<file path="config.mk">
export PLATFORM = sky130hd
export DESIGN_NAME = pc_fetch_unit
export DESIGN_NICKNAME = d
export VERILOG_FILES = /design/src/rtl/pc_fetch_unit.sv
export SDC_FILE = /design/constraint.sdc
export NUM_CORES = 1
export LEC_CHECK = 0
export ABC_AREA = 0
export CAP_MARGIN = 20
export CELL_PAD_IN_SITES_DETAIL_PLACEMENT = 0
export CELL_PAD_IN_SITES_GLOBAL_PLACEMENT = 2
export CORE_MARGIN = 10
export CORE_UTILIZATION = 23
export CTS_CLUSTER_SIZE = 16
export DETAILED_ROUTE_END_ITERATION = 8
export GPL_ROUTABILITY_DRIVEN = 0
export HOLD_SLACK_MARGIN = 0.03
export PLACE_DENSITY = 0.95
export SLEW_MARGIN = 10
export SYNTH_ARGS = -nofsm -noshare
export SYNTH_HDL_FRONTEND = slang
export SYNTH_SLANG_ARGS = --single-unit
</file>
<file path="constraint.sdc">
create_clock -name clk -period 3.2 [get_ports clk]
set_input_delay 0.64 -clock clk [delete_from_list [all_inputs] [get_ports clk]]
set_output_delay 0.64 -clock clk [all_outputs]
set_load 0.005 [all_outputs]
</file>
<file path="src/rtl/pc_fetch_unit.sv">
// pc_fetch_unit: architectural PC register and one-word-per-instruction fetch sequencer.
// Optional macro FETCH_MISALIGN_CHECK_EN traps misaligned load targets into S_ERR.
module pc_fetch_unit #(
   parameter logic [63:0] RESET_PC = 64'h0
) (
   input  logic        clk,
   input  logic        reset,
   input  logic [63:0] next_pc,
   input  logic        pc_load,
   output logic [63:0] PC,
   output logic        imem_req,
   output logic [63:0] imem_addr,
   input  logic        imem_gnt,
   input  logic [31:0] imem_rdata,
   output logic        instr_valid,
   output logic [31:0] instr,
   output logic [63:0] instr_pc,
   output logic [31:0] fetch_cnt,
   output logic        fetch_err
);

   typedef enum logic [1:0] {
      S_IDLE,
      S_REQ,
      S_HOLD,
      S_ERR
   } state_t;

   state_t      state;
   logic [63:0] load_pc;
   logic        misalign;

`ifdef FETCH_MISALIGN_CHECK_EN
   // Misaligned targets are kept verbatim so the faulting PC is visible.
   assign load_pc  = next_pc;
   assign misalign = (next_pc[1:0] != 2'b00);
`else
   // Low bits are dropped, so every load lands on a word boundary.
   logic unused_low;
   assign unused_low = ^next_pc[1:0];
   assign load_pc    = {next_pc[63:2], 2'b00};
   assign misalign   = 1'b0;
`endif

   // The fetch address is the PC register itself, never a live input.
   assign imem_addr = PC;

   // Fetch FSM with all outputs registered alongside the state.
   always_ff @(posedge clk) begin
      if (reset) begin
         state       <= S_IDLE;
         PC          <= RESET_PC;
         imem_req    <= 1'b0;
         instr_valid <= 1'b0;
         instr       <= 32'h0;
         instr_pc    <= 64'h0;
         fetch_cnt   <= 32'h0;
         fetch_err   <= 1'b0;
      end else begin
         unique case (state)
            S_IDLE: begin
               state    <= S_REQ;
               imem_req <= 1'b1;
            end
            S_REQ: begin
               if (imem_gnt) begin
                  instr       <= imem_rdata;
                  instr_pc    <= PC;
                  instr_valid <= 1'b1;
                  fetch_cnt   <= fetch_cnt + 32'd1;
                  imem_req    <= 1'b0;
                  state       <= S_HOLD;
               end
            end
            S_HOLD: begin
               if (pc_load) begin
                  PC          <= load_pc;
                  instr_valid <= 1'b0;
                  if (misalign) begin
                     fetch_err <= 1'b1;
                     imem_req  <= 1'b0;
                     state     <= S_ERR;
                  end else begin
                     imem_req <= 1'b1;
                     state    <= S_REQ;
                  end
               end
            end
            S_ERR: begin
               imem_req    <= 1'b0;
               instr_valid <= 1'b0;
            end
            default: begin
               state    <= S_IDLE;
               imem_req <= 1'b0;
            end
         endcase
      end
   end

endmodule

</file>
==> results of run 1 <==
[kinds of logic after synthesis]
kind of cell               share of synthesized area (%)
other                                            0.04987
adders and majority gates                         0.1664
buffers and inverters                              10.35
xor gates and xnor gates                           1.048
AOI/OAI and AO/OA                                  13.83
and+or+nand+nor                                    23.00
muxes                                             0.4492
DFF                                                51.11
[worst min-delay path, delay by kind of cell, from the launching register on]
family | cells | cell delay [ns]
flip-flops | 1 | 0.31
AO/OA/AOI/OAI | 1 | 0.05
AND/OR/NAND/NOR | 1 | 0.05
[final cells by class]
| class | instances | area (um2) | area share [%] |
|---|---|---|---|
| Multi-Input combinational cell | 632 | 2929 | 25.40 |
| Timing Repair Buffer | 360 | 3602 | 31.23 |
| Clock buffer | 19 | 432.9 | 3.754 |
| Inverter | 4 | 15.01 | 0.1302 |
| Antenna cell | 1 | 2.502 | 0.02170 |
| Tap cell | 442 | 553.0 | 4.795 |
| Sequential cell | 192 | 3844 | 33.33 |
| Clock inverter | 13 | 155.1 | 1.345 |
[state kept, by name, summed over array words and instances (netlist names)]
register and count:
PC 62, instr 32, fetch_cnt 32, instr_valid 1
imem_req 1, state 2, instr_pc 62
[cell usage after synthesis, types with 2 or more instances]
cell	n	area [um2]
or3_1	7	43.79
xor2_1	5	43.79
a21oi_1	180	900.9
nor2b_1	2	12.51
nor2_1	21	78.83
or4_1	12	90.09
and4_1	6	52.55
nand2_1	329	1235
and3_1	2	12.51
clkbuf_1	58	217.7
mux2_2	3	33.78
dfxtp_1	192	3844
xnor2_1	4	35.03
inv_1	4	15.01
nor3_1	3	15.01
nand3_1	8	40.04
o31ai_1	11	82.58
buf_4	70	525.5
nand4_1	11	68.82
nor4_1	2	12.51
o21ai_0	8	40.04
nand3b_1	2	15.01
[per-layer routing]
layer	routed length (um)	share of wire (%)	track usage (%)	up-vias
met3	2345	8.6	5.906	19
li1	-	-	-	3583
met2	13080	48	21.75	224
met4	382	1.4	3.868	0
met5	0	0	0	-
met1	11500	42	15.12	3276
[final timing paths]
kind	to	slack, ns	cells past startpoint
max	fetch_cnt[6]	0.69	7
min	instr_pc[39]	0.45	2
min reg2reg	instr_pc[39]	0.45	2
max reg2reg	fetch_cnt[30]	0.87	5
[per-stage QoR]
step	hold slack [ns]	instance area [um2]	power [mW]
floorplan	0.4527	7542	2.700
global placement	0.4404	10940	2.977
detailed placement	0.4456	10940	2.980
CTS	0.4552	11530	5.168
global route	0.4705	11530	5.292
finish	0.4519	11530	5.073
[where the power goes]
group / switching (mW) / internal [mW] / total [mW]
Sequential: 0.0384 / 2.43 / 2.47
Combinational: 0.201 / 0.242 / 0.443
Clock: 0.991 / 1.17 / 2.16
Total: 1.23 / 3.84 / 5.07
==> insert_results.sql, run 1 <==
INSERT INTO impl_metrics (metric_group, metric, value, unit) VALUES
('outcome', 'outcome', 'finished clean', ''),
('floorplan', 'fp.coreArea', '0.03237', 'mm2'),
('critical_path', 'list_of_cells_traversed_by_the_critical_path', 'clkdlybuf4s50_1, nand3b_1, buf_4, buf_4, nor3_1, xnor2_1, nor2_1', ''),
('clock_network', 'cts_hold_buffers', '0', ''),
('drt', 'route.detailed.wl_per_inst', '16.42', 'um'),
('grt', 'first_pass_grt_wire_length', '41980', 'um'),
('synthesis', 'post_synth_num_cell_types', '35', ''),
('cells_and_area', 'drive_above_1_share', '4.016', '%'),
('clock_network', 'count_of_buffers_added_by_post_cts_timing_repair_for_setup', '0', ''),
('floorplan', 'top_level_ports', '359', ''),
('critical_path', 'critical_path_buf_inv_count', '3', ''),
('timing', 'final-max-slew-violation-count', '0', ''),
('timing', 'max_frequency', '397.7', 'MHz'),
('place', 'numPlacedInstances', '1630', ''),
('place', 'io_buffers', '349', ''),
('synthesis', 'synth-edff-count', '0', ''),
('floorplan', 'rows', '66', ''),
('critical_path', 'cp-start-kind', 'primary input', ''),
('timing', 'final_period_minus_worst_setup_slack', '2.514', 'ns'),
('critical_path', 'crit_path_start', 'imem_gnt', ''),
('synthesis', 'postSynthCellCount', '953', ''),
('critical_path', 'regToRegStartpoint', 'fetch_cnt[0]', ''),
('critical_path', 'worst-endpoint-arrival', '2.83', 'ns'),
('drt', 'wirelength', '27300', 'um'),
('critical_path', 'setup.worst_path.end_class', 'flip-flop', ''),
('critical_path', 'cpMostUsedCell', 'buf_4', ''),
('synthesis', 'ys_seq_elements', '192', ''),
('grt', 'grt_pass1_vias', '6834', ''),
('drt', 'drc', '0', ''),
('drt', 'detailedRoute.firstPassIterationCount', '4', ''),
('floorplan', 'fp.dieArea', '0.04033', 'mm2'),
('timing', 'fin_worst_skew', '0.01335', 'ns'),
('clock_network', 'ctsHtreeMaxLevel', '4', ''),
('floorplan', 'die_h', '200.8', 'um'),
('cells_and_area', 'number_of_filler_instances_in_the_final_layout', '3362', ''),
('cells_and_area', 'layout_stage_area_growth_over_the_synthesis_result', '53.38', '%'),
('job', 'cap_violations', '0', ''),
('floorplan', 'initial_utilization', '23.23', '%'),
('critical_path', 'critical-path-slowest-cell', 'buf_4', ''),
('clock_network', 'clockBufferDepth', '2', ''),
('drt', 'detail_route.iter0.violations', '301', ''),
('timing', 'max_slew.worst_pin.slew', '0.7467', 'ns'),
('min_path', 'worstHoldStart', 'instr_pc[39]', ''),
('clock_network', 'cts_resized', '0', ''),
('synthesis', 'synth_ff_type', 'dfxtp_1', ''),
('timing', 'setup_viol_count_final', '0', ''),
('critical_path', 'worst_ep_required_time', '3.51', 'ns'),
('drt', 'antenna_violating_nets_post_route', '0', ''),
('power_and_ir_drop', 'p_per_area', '439.9', 'mW/mm2'),
('grt', 'antenna_found_initial', '1', ''),
('cells_and_area', 'finalNonFillerCells', '1663', ''),
('timing', 'final.period_utilization', '78.58', '%'),
('power_and_ir_drop', 'ir_worst_vdd', '368.3', 'uV'),
('cells_and_area', 'postLayoutCoreUtil', '35.63', '%'),
('clock_network', 'clock_tree.root_cell', 'clkbuf_16', ''),
('timing', 'timing.slew.headroom', '50.22', '%'),
('clock_network', 'clock_sink_total', '192', ''),
('critical_path', 'crit_family', 'buffers and inverters', ''),
('place', 'dpl.hpwl', '19880', 'um'),
('synthesis', 'synthesis.area', '0.007520', 'mm2'),
('timing', 'fin_ws', '0.6856', 'ns'),
('drt', 'routed-via-count', '7102', ''),
('floorplan', 'dieWidth', '200.8', 'um'),
('synthesis', 'yosysWarningCount', '0', ''),
('clock_network', 'cts_made_buffers', '17', ''),
('clock_network', 'clkLatencyLatePin', '0.45', 'ns'),
('cells_and_area', 'commonest_non_fill_non_tap_cell_in_the_layout', 'clkdlybuf4s50_1', ''),
('timing', 'setup_repair_after_global_routing_missed_its_margin', 'no', ''),
('grt', 'grt_remaining_overflow', '0', ''),
('grt', 'track_usage', '13.20', '%'),
('synthesis', 'synth_sequential_area_ratio', '51.11', '%');
(Power assumes the default switching activity.)
==> inputs of run 2 (changes only) <==
CORE_UTILIZATION = 22   (was 23)
PLACE_DENSITY = 0.92   (was 0.95)
clock period = 2.4 ns   (was 3.2 ns; I/O delays follow)
==> run 2 against run 1 <==
  * Combinational power increased by 39%
  * Sequential share of layout area fell by 0.41 points
  * Sequential power grew 33%
  * Global-route usage shrank 0.42 points
  * Routed wire length up 2.0%
  * Worst setup slack worse by 0.45 ns
  * Via count is 1.2% higher
  * Non-clock buffer count is 14 higher
  * Critical path depth is 2 lower
  * Largest cell class unchanged
==> insert_results.sql, run 2 (synthesis gave the netlist of run 1 again) <==
INSERT INTO impl_metrics (metric_group, metric, value, unit) VALUES
('critical_path', 'critical_path.max_stage_delay', '0.66', 'ns'),
('cells_and_area', 'nets', '1322', ''),
('floorplan', 'dieWidth', '204.9', 'um'),
('cells_and_area', 'n_antenna_cell', '0', ''),
('grt', 'grt_pass1_vias', '6868', ''),
('cells_and_area', 'finalNonFillerCells', '1681', ''),
('place', 'dpl.hpwl', '19890', 'um'),
('cells_and_area', 'number_of_filler_instances_in_the_final_layout', '3514', ''),
('drt', 'detailedRoute.firstPassIterationCount', '4', ''),
('drt', 'routed-via-count', '7186', ''),
('clock_network', 'clkLatencyLatePin', '0.45', 'ns'),
('grt', 'globalRouteMet3Util', '5.307', '%'),
('critical_path', 'worst-endpoint-arrival', '2.50', 'ns'),
('job', 'cap_violations', '0', ''),
('floorplan', 'fp.coreArea', '0.03362', 'mm2'),
('grt', 'use_met2', '21.06', '%'),
('timing', 'max_frequency', '462.5', 'MHz'),
('drt', 'via_per_inst', '4.275', ''),
('clock_network', 'cts_made_buffers', '17', ''),
('critical_path', 'worst_ep_required_time', '2.74', 'ns'),
('floorplan', 'fp.dieArea', '0.04198', 'mm2'),
('cells_and_area', 'commonest_non_fill_non_tap_cell_in_the_layout', 'clkdlybuf4s50_1', ''),
('place', 'numPlacedInstances', '1650', ''),
('power_and_ir_drop', 'ir_worst_vdd', '482.5', 'uV'),
('timing', 'final_period_minus_worst_setup_slack', '2.162', 'ns'),
('floorplan', 'initial_utilization', '22.37', '%'),
('power_and_ir_drop', 'post-layout-total-power', '6.776', 'mW'),
('clock_network', 'clkTransAtPathRegs', '0.08', 'ns'),
('timing', 'setup_repair_after_global_routing_missed_its_margin', 'no', ''),
('clock_network', 'cts_resized', '0', ''),
('floorplan', 'top_level_ports', '359', ''),
('critical_path', 'list_of_cells_traversed_by_the_critical_path', 'ha_1, nand3_1, or4b_4, nor4_1, mux2_2', ''),
('timing', 'final.period_utilization', '90.10', '%'),
('grt', 'grt_max_degree', '63', ''),
('min_path', 'hold_path_class', 'reg -> reg', ''),
('timing', 'fin_worst_skew', '0.01051', 'ns'),
('timing', 'max_slew.worst_pin.slew', '0.6445', 'ns'),
('clock_network', 'cts_hold_buffers', '0', ''),
('clock_network', 'clock_sink_total', '192', ''),
('grt', 'track_usage', '12.78', '%'),
('clock_network', 'clockBufferDepth', '2', ''),
('place', 'io_buffers', '349', ''),
('grt', 'use_met1', '14.87', '%'),
('timing', 'timing.slew.headroom', '57.03', '%'),
('outcome', 'outcome', 'finished clean', ''),
('critical_path', 'cp-start-kind', 'flip-flop', ''),
('drt', 'antenna_violating_nets_post_route', '0', ''),
('critical_path', 'critical-path-slowest-cell', 'or4b_4', ''),
('cells_and_area', 'reg.largest.list', 'PC x62, instr_pc x62', ''),
('clock_network', 'tritoncts_clock_tree', 'done', ''),
('critical_path', 'worst-path-max-fanout', '12', ''),
('clock_network', 'clock_tree.root_cell', 'clkbuf_16', ''),
('drt', 'drc', '0', ''),
('grt', 'first_pass_grt_wire_length', '41800', 'um'),
('clock_network', 'count_of_buffers_added_by_post_cts_timing_repair_for_setup', '0', ''),
('floorplan', 'die_h', '204.9', 'um'),
('floorplan', 'rows', '67', ''),
('grt', 'grt_remaining_overflow', '0', ''),
('timing', 'report.final.hold_viol_count', '0', ''),
('power_and_ir_drop', 'p_per_area', '580.3', 'mW/mm2'),
('cells_and_area', 'layout_stage_area_growth_over_the_synthesis_result', '55.27', '%'),
('drt', 'wirelength', '27840', 'um'),
('grt', 'antenna_found_initial', '2', ''),
('clock_network', 'ctsHtreeMaxLevel', '4', ''),
('cells_and_area', 'drive_above_1_share', '5.191', '%'),
('timing', 'setup_viol_count_final', '0', ''),
('grt', 'busiest_layer', 'met2', ''),
('drt', 'detail_route.iter0.violations', '365', ''),
('cells_and_area', 'leading_cell_types_in_the_layout_fill_and_taps_excluded', 'clkdlybuf4s50_1 (348), nand2_1 (329), dfxtp_1 (192)', ''),
('critical_path', 'setup.worst_path.end_class', 'flip-flop', ''),
('critical_path', 'path_class', 'reg -> reg', ''),
('power_and_ir_drop', 'power.static_leakage', '3.799', 'nW'),
('drt', 'route.detailed.wl_per_inst', '16.56', 'um'),
('timing', 'final-max-slew-violation-count', '0', '');
==> run 2: changes by cell type in the layout (fill, tap and decap cells not counted), moves of 2 or more <==
cell        change
buf_12          +3
inv_8           +2
clkbuf_1        -2
clkinv_4        +2
buf_4          +11
clkinvlp_4      -4
==> run 2: area by class of cell <==
class	count	area, um2	share of cell area, %
flip-flops and latches	192	3844	32.92
clock inverters	13	143.9	1.232
multi-input cells	632	2929	25.09
inverters	4	15.01	0.1286
well taps	448	560.5	4.801
repair buffers	374	3745	32.07
clock buffers	18	439.2	3.761
==> run 2: power breakdown <==
group	total [mW]	switching [mW]	internal (mW)
sequential	3.29	0.0473	3.24
clock	2.87	1.37	1.50
combinational	0.615	0.276	0.338
total	6.78	1.70	5.08
==> run 2: metal layers <==
metal  part of all wire [%]  vias up
met5                  0.097        -
met4                    1.3        4
met3                    9.1       23
met2                     48      209
met1                     41     3341
li1                       -     3609
==> run 2: metrics by stage <==
step	cell area (um2)	TNS, ns	hold WS (ns)	setup WS (ns)	utilization [%]
CTS	11680	0	0.4360	0.2326	34.73
finish	11680	0	0.4534	0.2377	34.73
detailed placement	11090	-0.7695	0.4453	-0.1737	33.00
floorplan	7542	0	0.4527	0.2822	-
global route	11680	0	0.4576	0.07968	34.73
global placement	11090	-0.7281	0.4404	-0.1641	33.00
==> run 2: worst paths after layout <==
kind                         to  depth (start not counted)  slack [ns]          from
hold reg to reg    instr_pc[59]                          2        0.45  instr_pc[59]
setup / recovery  fetch_cnt[30]                          5        0.24  fetch_cnt[1]
setup reg to reg  fetch_cnt[30]                          5        0.24  fetch_cnt[1]
hold / removal     instr_pc[59]                          2        0.45  instr_pc[59]
==> run 2: critical path: cells and delay by family, from the launching register on <==
| family | cells | cell delay [ns] |
|---|---|---|
| fa+ha+maj | 1 | 0.16 |
| flops | 1 | 0.34 |
| mux | 1 | 0.36 |
| simple gates | 3 | 1.19 |
